### config.mk
export PLATFORM = sky130hd
export DESIGN_NAME = spi_slave_if
export DESIGN_NICKNAME = d
export VERILOG_FILES = /design/src/rtl/spi_slave_if.sv
export SDC_FILE = /design/constraint.sdc
export NUM_CORES = 1
export LEC_CHECK = 0
export CORE_MARGIN = 3
export CORE_UTILIZATION = 57
export DETAILED_ROUTE_END_ITERATION = 10
export PLACE_DENSITY = 0.87
export SYNTH_ARGS = -nofsm -noshare
export SYNTH_HDL_FRONTEND = slang
export SYNTH_SLANG_ARGS = --single-unit
### constraint.sdc
create_clock -name i_clk -period 4.3 [get_ports i_clk]
set_clock_uncertainty 0.2 [all_clocks]
set_input_delay 0.43 -clock i_clk [delete_from_list [all_inputs] [get_ports i_clk]]
set_output_delay 0.43 -clock i_clk [all_outputs]
set_load 0.05 [all_outputs]
### src/rtl/spi_slave_if.sv
// SPI mode-0 responder: synchronised SCK/SS_N/MOSI, one-deep TX holding register,
// RX valid/ack handshake with sticky overrun and TX underrun pulse.
module spi_slave_if #(
    parameter int unsigned                DATA_WIDTH = 8,
    parameter logic [DATA_WIDTH-1:0] IDLE_FILL  = {DATA_WIDTH{1'b1}}
) (
    input  logic                  i_clk,
    input  logic                  i_rst_n,
    input  logic                  i_sck,
    input  logic                  i_ss_n,
    input  logic                  i_mosi,
    output logic                  o_miso,
    output logic                  o_miso_oe,
    input  logic [DATA_WIDTH-1:0] i_tx_data,
    input  logic                  i_tx_load,
    output logic                  o_tx_ready,
    output logic [DATA_WIDTH-1:0] o_rx_data,
    output logic                  o_rx_valid,
    input  logic                  i_rx_ack,
    output logic                  o_rx_overrun,
    output logic                  o_tx_underrun
);

    localparam int unsigned CNT_W = $clog2(DATA_WIDTH + 1);
    localparam logic [CNT_W-1:0] CNT_FULL = CNT_W'(DATA_WIDTH);
    localparam logic [CNT_W-1:0] CNT_LAST = CNT_W'(DATA_WIDTH - 1);

    typedef enum logic {StIdle, StShift} state_t;

    logic [1:0]            r_sck_sync;
    logic                  r_sck_hist;
    logic [1:0]            r_ss_sync;
    logic                  r_ss_hist;
    logic [1:0]            r_mosi_sync;

    state_t                r_state;
    logic [CNT_W-1:0]      r_bit_cnt;
    logic [DATA_WIDTH-1:0] r_tx_shift;
    logic [DATA_WIDTH-1:0] r_rx_shift;
    logic                  r_miso_oe;
    logic [DATA_WIDTH-1:0] r_tx_hold;
    logic                  r_tx_ready;
    logic                  r_tx_underrun;
    logic                  r_rx_done;
    logic [DATA_WIDTH-1:0] r_rx_data;
    logic                  r_rx_valid;
    logic                  r_rx_overrun;

    logic                  w_sck_rise;
    logic                  w_sck_fall;
    logic                  w_ss_fall;
    logic                  w_ss_rise;
    logic                  w_reload;
    logic [DATA_WIDTH-1:0] w_load_word;

    always_ff @(posedge i_clk or negedge i_rst_n) begin
        if (!i_rst_n) begin
            r_sck_sync  <= 2'b00;
            r_sck_hist  <= 1'b0;
            r_ss_sync   <= 2'b11;
            r_ss_hist   <= 1'b1;
            r_mosi_sync <= 2'b00;
        end else begin
            r_sck_sync  <= {r_sck_sync[0], i_sck};
            r_sck_hist  <= r_sck_sync[1];
            r_ss_sync   <= {r_ss_sync[0], i_ss_n};
            r_ss_hist   <= r_ss_sync[1];
            r_mosi_sync <= {r_mosi_sync[0], i_mosi};
        end
    end

    always_comb begin
        w_sck_rise  = r_sck_sync[1] & ~r_sck_hist;
        w_sck_fall  = ~r_sck_sync[1] & r_sck_hist;
        w_ss_fall   = ~r_ss_sync[1] & r_ss_hist;
        w_ss_rise   = r_ss_sync[1] & ~r_ss_hist;
        w_load_word = r_tx_ready ? IDLE_FILL : r_tx_hold;
        // Frame start, or the first SCK fall after a completed word with SS_N still low
        w_reload    = ((r_state == StIdle) && w_ss_fall) ||
                      ((r_state == StShift) && !w_ss_rise && w_sck_fall &&
                       (r_bit_cnt == CNT_FULL));
    end

    always_ff @(posedge i_clk or negedge i_rst_n) begin
        if (!i_rst_n) begin
            r_state       <= StIdle;
            r_bit_cnt     <= '0;
            r_tx_shift    <= '0;
            r_rx_shift    <= '0;
            r_miso_oe     <= 1'b0;
            r_tx_hold     <= '0;
            r_tx_ready    <= 1'b1;
            r_tx_underrun <= 1'b0;
            r_rx_done     <= 1'b0;
            r_rx_data     <= '0;
            r_rx_valid    <= 1'b0;
            r_rx_overrun  <= 1'b0;
        end else begin
            r_tx_underrun <= 1'b0;
            r_rx_done     <= 1'b0;

            // A reload with TX empty leaves tx_ready=1, so a coincident load still lands
            if (w_reload && !r_tx_ready) begin
                r_tx_ready <= 1'b1;
            end else if (i_tx_load && r_tx_ready) begin
                r_tx_hold  <= i_tx_data;
                r_tx_ready <= 1'b0;
            end

            if (w_reload) begin
                r_tx_shift    <= w_load_word;
                r_bit_cnt     <= '0;
                r_tx_underrun <= r_tx_ready;
            end

            case (r_state)
                StIdle: begin
                    if (w_ss_fall) begin
                        r_state   <= StShift;
                        r_miso_oe <= 1'b1;
                    end
                end
                StShift: begin
                    if (w_ss_rise) begin
                        r_state    <= StIdle;
                        r_miso_oe  <= 1'b0;
                        r_tx_shift <= '0;
                        r_bit_cnt  <= '0;
                    end else if (w_sck_rise && (r_bit_cnt != CNT_FULL)) begin
                        r_rx_shift <= {r_rx_shift[DATA_WIDTH-2:0], r_mosi_sync[1]};
                        r_bit_cnt  <= r_bit_cnt + 1'b1;
                        r_rx_done  <= (r_bit_cnt == CNT_LAST);
                    end else if (w_sck_fall && (r_bit_cnt != '0) && (r_bit_cnt != CNT_FULL)) begin
                        r_tx_shift <= {r_tx_shift[DATA_WIDTH-2:0], 1'b0};
                    end
                end
            endcase

            // Completion beats a coincident ack
            if (r_rx_done) begin
                r_rx_data    <= r_rx_shift;
                r_rx_valid   <= 1'b1;
                r_rx_overrun <= r_rx_valid & ~i_rx_ack;
            end else if (i_rx_ack) begin
                r_rx_valid   <= 1'b0;
                r_rx_overrun <= 1'b0;
            end
        end
    end

    assign o_miso        = r_tx_shift[DATA_WIDTH-1];
    assign o_miso_oe     = r_miso_oe;
    assign o_tx_ready    = r_tx_ready;
    assign o_tx_underrun = r_tx_underrun;
    assign o_rx_data     = r_rx_data;
    assign o_rx_valid    = r_rx_valid;
    assign o_rx_overrun  = r_rx_overrun;

endmodule

==> reports/metrics.csv, run 1 <==
metric,value,unit
IR Drop Worst-Case VDD,0.345,mV
final standard cell count with taps included and fillers excluded,229,
proportion of synthesized chip area in sequential cells,61.1,%
Worst Setup Start Kind,flop,
signed area change from the synthesized netlist to the final layout,20.2,%
htree depth,2,
number of diodes,0,
syn_area_per_cell,13.7,sq um
Max Root-Sink Buffers,2,
depth of the worst register-to-register path,5,
number of placement rows,21,
initial antenna violation count,0,
crit-path cells,clkdlybuf4s50_1,
setup tns final,0,ns
Max-Slew Margin vs Limit,27.6,%
fmax,416,MHz
Root Buffer,sky130_fd_sc_hd__clkbuf_8,
number of post-CTS setup repair buffers,0,
worst reg2reg path startpoint,r_bit_cnt[0],
library cells used by synthesis,39,
worst endpoint data arrival time,1.78,ns
fraction of final layout cells with drive strength greater than 1,23.0,%
vias,1253,
clock buffers created by TritonCTS,5,
wire length of the first global-routing pass,5910,um
vias per std cell,5.47,
detailed placer's ending HPWL,2410,um
cell with the largest stage delay on the worst path,sky130_fd_sc_hd__clkdlybuf4s50_1,
"Worst Path Class, Setup",reg -> out,
post-synthesis instance area,0.00210,sq mm
clock transition at the registers of the reported paths,0.09,ns
leak pwr,1.15,nW
CTS tree,built,
initial standard-cell utilization of the core,60.9,%
worst hold slack after final layout,0.115,ns
areal power density over the cells,498,mW/mm^2
Max Fanout on Critical Path,12,
total core area,0.00344,sq mm
transition at the pin with the smallest max-transition slack,1.09,ns
"area leader, netlist",sky130_fd_sc_hd__dfrtp_1,
worst-case register-to-register setup slack,2.24,ns
maximum number of pins on one net before global-route repair,52,
DRT antenna net count,0,
fraction of post-synthesis cell area in the top cell type by area,56.1,%
vias in the first global route,1272,
total congestion overflow after global routing,0,
number of enable-type register cells in the synthesized netlist,0,
Seq cells post-synth,51,
fin worst setup slack,1.89,ns
Post-Place Cell Area,0.00240,sq mm
RSZ-0062 raised after global routing,no,
outcome,"complete, no violations",
horizontal extent of the die,66.7,um
CP Buf/Inv Count,1,
Port Buf Inserts,28,
# DRC,0,
clock tree sinks,51,
drt initial violations,66,
Pins Over Slew Limit,0,
routability congestion estimate,0.802,
total power,1.26,mW
max capacitance violation total,0,
area of the die,0.00444,sq mm
vertical die dimension,66.7,um
net count after synthesis,170,
utilization of the core after routing,73.2,%
most used flip-flop cell after synthesis,sky130_fd_sc_hd__dfrtp_1,
clock period minus final worst setup slack,2.41,ns
critical register-to-register path endpoint,r_rx_shift[5],
source-to-sink clock delay at the later pin of the worst-skew pair,0.30,ns
kind of cell adding the most delay to the critical path,buffers and inverters,
global-route total usage across every layer,18.0,%
dominant cells by area after synthesis,"sky130_fd_sc_hd__dfrtp_1 56%, sky130_fd_sc_hd__mux2_2 13%, sky130_fd_sc_hd__dfstp_2 5.0%",
post-cts resize count,0,
final count of negative-setup-slack endpoints,0,
total number of nets in the final design,199,
cell with the most instances after synthesis,sky130_fd_sc_hd__dfrtp_1,
critical path data required time,3.67,ns
async set or reset register ratio after synthesis,100,%
Post-CTS Hold Fix Bufs,0,
footprint of the multi-input gates,768,sq um
area taken by flip-flops and latches,0.00128,sq mm
average wire length per cell after detail routing,15.0,um
yosys synthesis warning count,0,
Detailed Routing Iterations Pass 1,4,
synthesized instance count,153,
Cell Count Post-Placement,221,
final WL,3430,um
Critical Path End Type,output pin,
period utilization,56.0,%
top cell types by occurrence after synthesis,"47 x sky130_fd_sc_hd__dfrtp_1, 24 x sky130_fd_sc_hd__mux2_2, 8 x sky130_fd_sc_hd__a21oi_1, 8 x sky130_fd_sc_hd__nor2_1",
setup slack after placement,2.23,ns
fillcell total,250,
number of top-level design ports,29,
worst hold path class,in -> async,
hold violation count in the final report,0,
largest stage delay on the critical path,0.83,ns
final design area excluding fillers,0.00252,sq mm
[layout by cell type (no fill, tap or decap), types with 2 or more instances in the layout]
cell type / n
sky130_fd_sc_hd__nor3b_1: 2
sky130_fd_sc_hd__a22o_1: 2
sky130_fd_sc_hd__a21o_1: 2
sky130_fd_sc_hd__nand2_1: 3
sky130_fd_sc_hd__clkdlybuf4s50_1: 27
sky130_fd_sc_hd__a221o_1: 6
sky130_fd_sc_hd__inv_1: 6
sky130_fd_sc_hd__a21oi_1: 8
sky130_fd_sc_hd__ha_1: 2
sky130_fd_sc_hd__mux2i_1: 2
sky130_fd_sc_hd__nor2_1: 8
sky130_fd_sc_hd__nand4_1: 2
sky130_fd_sc_hd__dfrtp_1: 47
sky130_fd_sc_hd__mux2_2: 24
sky130_fd_sc_hd__clkbuf_8: 5
sky130_fd_sc_hd__nand2b_1: 2
sky130_fd_sc_hd__nor2b_1: 3
sky130_fd_sc_hd__o21ai_0: 4
sky130_fd_sc_hd__dfstp_2: 4
[cell type report]
class,instances,area share [%]
Clock buffer,5,2.73
Timing Repair Buffer,28,10.9
Inverter,6,0.894
Clock inverter,3,1.84
Multi-Input combinational cell,90,30.5
Tap cell,46,2.28
Sequential cell,51,50.8
[power by group]
group / switching [mW] / internal (mW) / total, mW
Sequential: 0.0816 / 0.592 / 0.674
Clock: 0.158 / 0.175 / 0.333
Combinational: 0.117 / 0.131 / 0.248
[kinds of logic after synthesis]
family,count (synthesis),share of synthesized area (%)
buf+inv,12,2.27
compound gates,29,11.3
fa+ha+maj,3,1.67
mux,27,14.4
simple gates,30,8.83
flops,51,61.1
xor+xnor,1,0.418
[worst max path at each step]
stage | slack [ns] | from | cells after the start | to
after floorplan | 2.44 | r_bit_cnt[0] | 6 | r_tx_shift[1]
after global placement | 2.23 | o_tx_ready | 1 | o_tx_ready
after detailed placement | 2.23 | r_bit_cnt[0] | 5 | r_rx_shift[5]
after CTS | 1.88 | o_tx_ready | 1 | o_tx_ready
after global routing | 1.85 | o_tx_ready | 1 | o_tx_ready
final | 1.89 | o_tx_ready | 1 | o_tx_ready
[sequential cells by signal, indices dropped and copies added, names as in the netlist]
name	flops
r_ss_sync	2
o_tx_ready	1
r_mosi_sync	2
o_rx_data	8
r_sck_hist	1
r_state	1
r_rx_shift	8
o_rx_valid	1
r_sck_sync	2
o_tx_underrun	1
o_miso_oe	1
r_tx_shift	8
r_ss_hist	1
r_rx_done	1
r_tx_hold	8
r_bit_cnt	4
o_rx_overrun	1
[layer usage]
layer | GRT usage, % | wire [um] | up-vias
met5 | 0 | 0 | -
met4 | 7.87 | 83 | 0
met3 | 5.90 | 159 | 11
met2 | 29.0 | 1690 | 28
met1 | 22.1 | 1500 | 605
li1 | - | - | 609
Note: power is estimated with default switching activity, not from simulation.
==> inputs of run 2 (changes only) <==
--- a/config.mk
+++ b/config.mk
@@ -6,9 +6,9 @@
 export NUM_CORES = 1
 export LEC_CHECK = 0
 export CORE_MARGIN = 3
-export CORE_UTILIZATION = 57
+export CORE_UTILIZATION = 53
 export DETAILED_ROUTE_END_ITERATION = 10
-export PLACE_DENSITY = 0.87
+export PLACE_DENSITY = 0.82
 export SYNTH_ARGS = -nofsm -noshare
 export SYNTH_HDL_FRONTEND = slang
 export SYNTH_SLANG_ARGS = --single-unit
==> constraint.sdc (replaced) <==
create_clock -name i_clk -period 2.5 [get_ports i_clk]
set_clock_uncertainty 0.2 [all_clocks]
set_input_delay 0.25 -clock i_clk [delete_from_list [all_inputs] [get_ports i_clk]]
set_output_delay 0.25 -clock i_clk [all_outputs]
set_load 0.05 [all_outputs]
==> run 2 against run 1 <==
Net effect: register-to-register slack worse by 1.8 ns; sequential power is 72% higher; clock-buffer cell count rose by 1; sequential share of layout area decreased by 0.52 points; routed wire length is 0.47% higher; cell count is 1.7% higher; setup slack lost 1.6 ns; core utilization shrank 5.2 points; clock power rose by 74%; design area up 1.0%; first-iteration DRC count down 47%; non-clock buffer count is 2 higher.
==> reports/metrics.csv, run 2 (same netlist as run 1, synthesis figures left out) <==
metric,value,unit
DRT antenna net count,0,
Root Buffer,sky130_fd_sc_hd__clkbuf_8,
Flop pwr share,53.5,%
number of top-level design ports,29,
cell with the largest stage delay on the worst path,sky130_fd_sc_hd__clkdlybuf4s50_1,
initial standard-cell utilization of the core,56.0,%
area of the die,0.00475,sq mm
fmax,448,MHz
Detailed Routing Iterations Pass 1,4,
total number of nets in the final design,201,
met3 Resource Use GR,4.86,%
htree depth,2,
Sw Ratio,27.4,%
fraction of final layout cells with drive strength greater than 1,23.2,%
GR met2 Demand/Resource,29.9,%
worst endpoint data arrival time,1.78,ns
Clk pwr share,26.8,%
total core area,0.00374,sq mm
Port Buf Inserts,28,
final WL,3450,um
total power,2.17,mW
outcome,"complete, no violations",
vias per std cell,5.58,
critical path data required time,2.05,ns
Gate power share,19.7,%
drt initial violations,35,
Cell Count Post-Placement,224,
largest stage delay on the critical path,0.84,ns
power spent charging and discharging nets,595,uW
number of diodes,0,
Max Root-Sink Buffers,2,
vias in the first global route,1357,
# DRC,0,
kind of cell adding the most delay to the critical path,buffers and inverters,
CP Buf/Inv Count,1,
detailed placer's ending HPWL,2530,um
post-cts resize count,0,
internal power summed over all cells,1.58,mW
Worst Setup Start Kind,flop,
RSZ-0062 raised after global routing,no,
max capacitance violation total,0,
signed area change from the synthesized netlist to the final layout,21.4,%
worst-case register-to-register setup slack,0.44,ns
vias,1299,
routability congestion estimate,0.840,
number of placement rows,22,
worst hold path class,reg -> reg,
average wire length per cell after detail routing,14.8,um
most heavily used metal layer in global routing,met2,
Critical Path End Type,output pin,
areal power density over the cells,852,mW/mm^2
final standard cell count with taps included and fillers excluded,233,
"Worst Path Class, Setup",reg -> out,
crit-path cells,clkdlybuf4s50_1,
Pins Over Slew Limit,0,
clock period minus final worst setup slack,2.23,ns
maximum number of pins on one net before global-route repair,52,
transition at the pin with the smallest max-transition slack,0.596,ns
wire length of the first global-routing pass,5850,um
period utilization,89.3,%
Global Route met1 Usage,19.9,%
total congestion overflow after global routing,0,
Max Fanout on Critical Path,12,
source-to-sink clock delay at the later pin of the worst-skew pair,0.30,ns
leak pwr,1.16,nW
clock transition at the registers of the reported paths,0.08,ns
clock buffers created by TritonCTS,5,
final count of negative-setup-slack endpoints,0,
fillcell total,289,
highest-count cells in the layout ignoring fill and taps,"47 x sky130_fd_sc_hd__dfrtp_1, 27 x sky130_fd_sc_hd__clkdlybuf4s50_1, 24 x sky130_fd_sc_hd__mux2_2",
setup tns final,0,ns
IR Drop Worst-Case VDD,0.564,mV
CTS tree,built,
"commonest non-fill, non-tap cell in the layout",sky130_fd_sc_hd__dfrtp_1,
Max-Slew Margin vs Limit,60.3,%
horizontal extent of the die,68.9,um
initial antenna violation count,0,
global-route total usage across every layer,16.9,%
clock tree sinks,51,
vertical die dimension,68.9,um
hold violation count in the final report,0,
-- run 2: stage by stage --
step	instance area [sq um]	utilization (%)	hold WS [ns]	setup slack (ns)
after floorplan	2100	-	-0.246	0.640
after global placement	2410	64.5	0.133	0.543
after detailed placement	2410	64.5	0.135	0.466
after CTS	2550	68.0	0.146	0.243
after global routing	2550	68.0	0.144	0.196
final	2550	68.0	0.153	0.267
-- run 2: worst reg2reg max path: cells and delay by family (launching register included) --
family                   cells  cell delay [ns]
AND/OR/NAND/NOR              3             0.97
flip-flops                   1             0.42
adder cells (fa/ha/maj)      1             0.21
AO/OA/AOI/OAI                1             0.14
buffers and inverters        1             0.07
-- run 2: power groups by stage --
stage	clock network [mW]	logic [mW]	registers, mW
finish	0.581	0.428	1.16
global route	0.633	0.471	1.19
CTS	0.601	0.435	1.16
detailed placement	0	0.433	1.17
global placement	0	0.411	1.16
floorplan	0	0.278	1.17
-- run 2: worst paths after layout --
kind | from | end | depth (start not counted)
setup / recovery | o_tx_ready | o_tx_ready | 1
hold / removal | r_sck_sync[0] | r_sck_sync[1] | 0
setup reg to reg | r_bit_cnt[1] | r_bit_cnt[2] | 6
hold reg to reg | r_sck_sync[0] | r_sck_sync[1] | 0
max in group asynchronous | i_rst_n | r_tx_hold[4] | 3
min in group asynchronous | i_rst_n | o_rx_data[5] | 3
-- run 2: timing repair --
item | CTS | global route
buffers inserted | 0 | 0
hold buffers | 1 | 0
endpoints found under the hold margin | 47 | 0
-- run 2: layer usage --
metal | wire length [um] | vias up
met1 | 1480 | 649
li1 | - | 613
met5 | 0 | -
met2 | 1770 | 30
met4 | 43 | 0
met3 | 154 | 7
-- run 2: final cells by class --
| class | instances | area, sq um | share of cell area (%) |
|---|---|---|---|
| sequential | 51 | 1280 | 50.3 |
| multi-input combinational | 90 | 768 | 30.2 |
| timing repair buffer | 30 | 293 | 11.5 |
| clock buffer | 6 | 82.6 | 3.24 |
| tap | 48 | 60.1 | 2.36 |
| clock inverter | 2 | 38.8 | 1.52 |
| inverter | 6 | 22.5 | 0.885 |
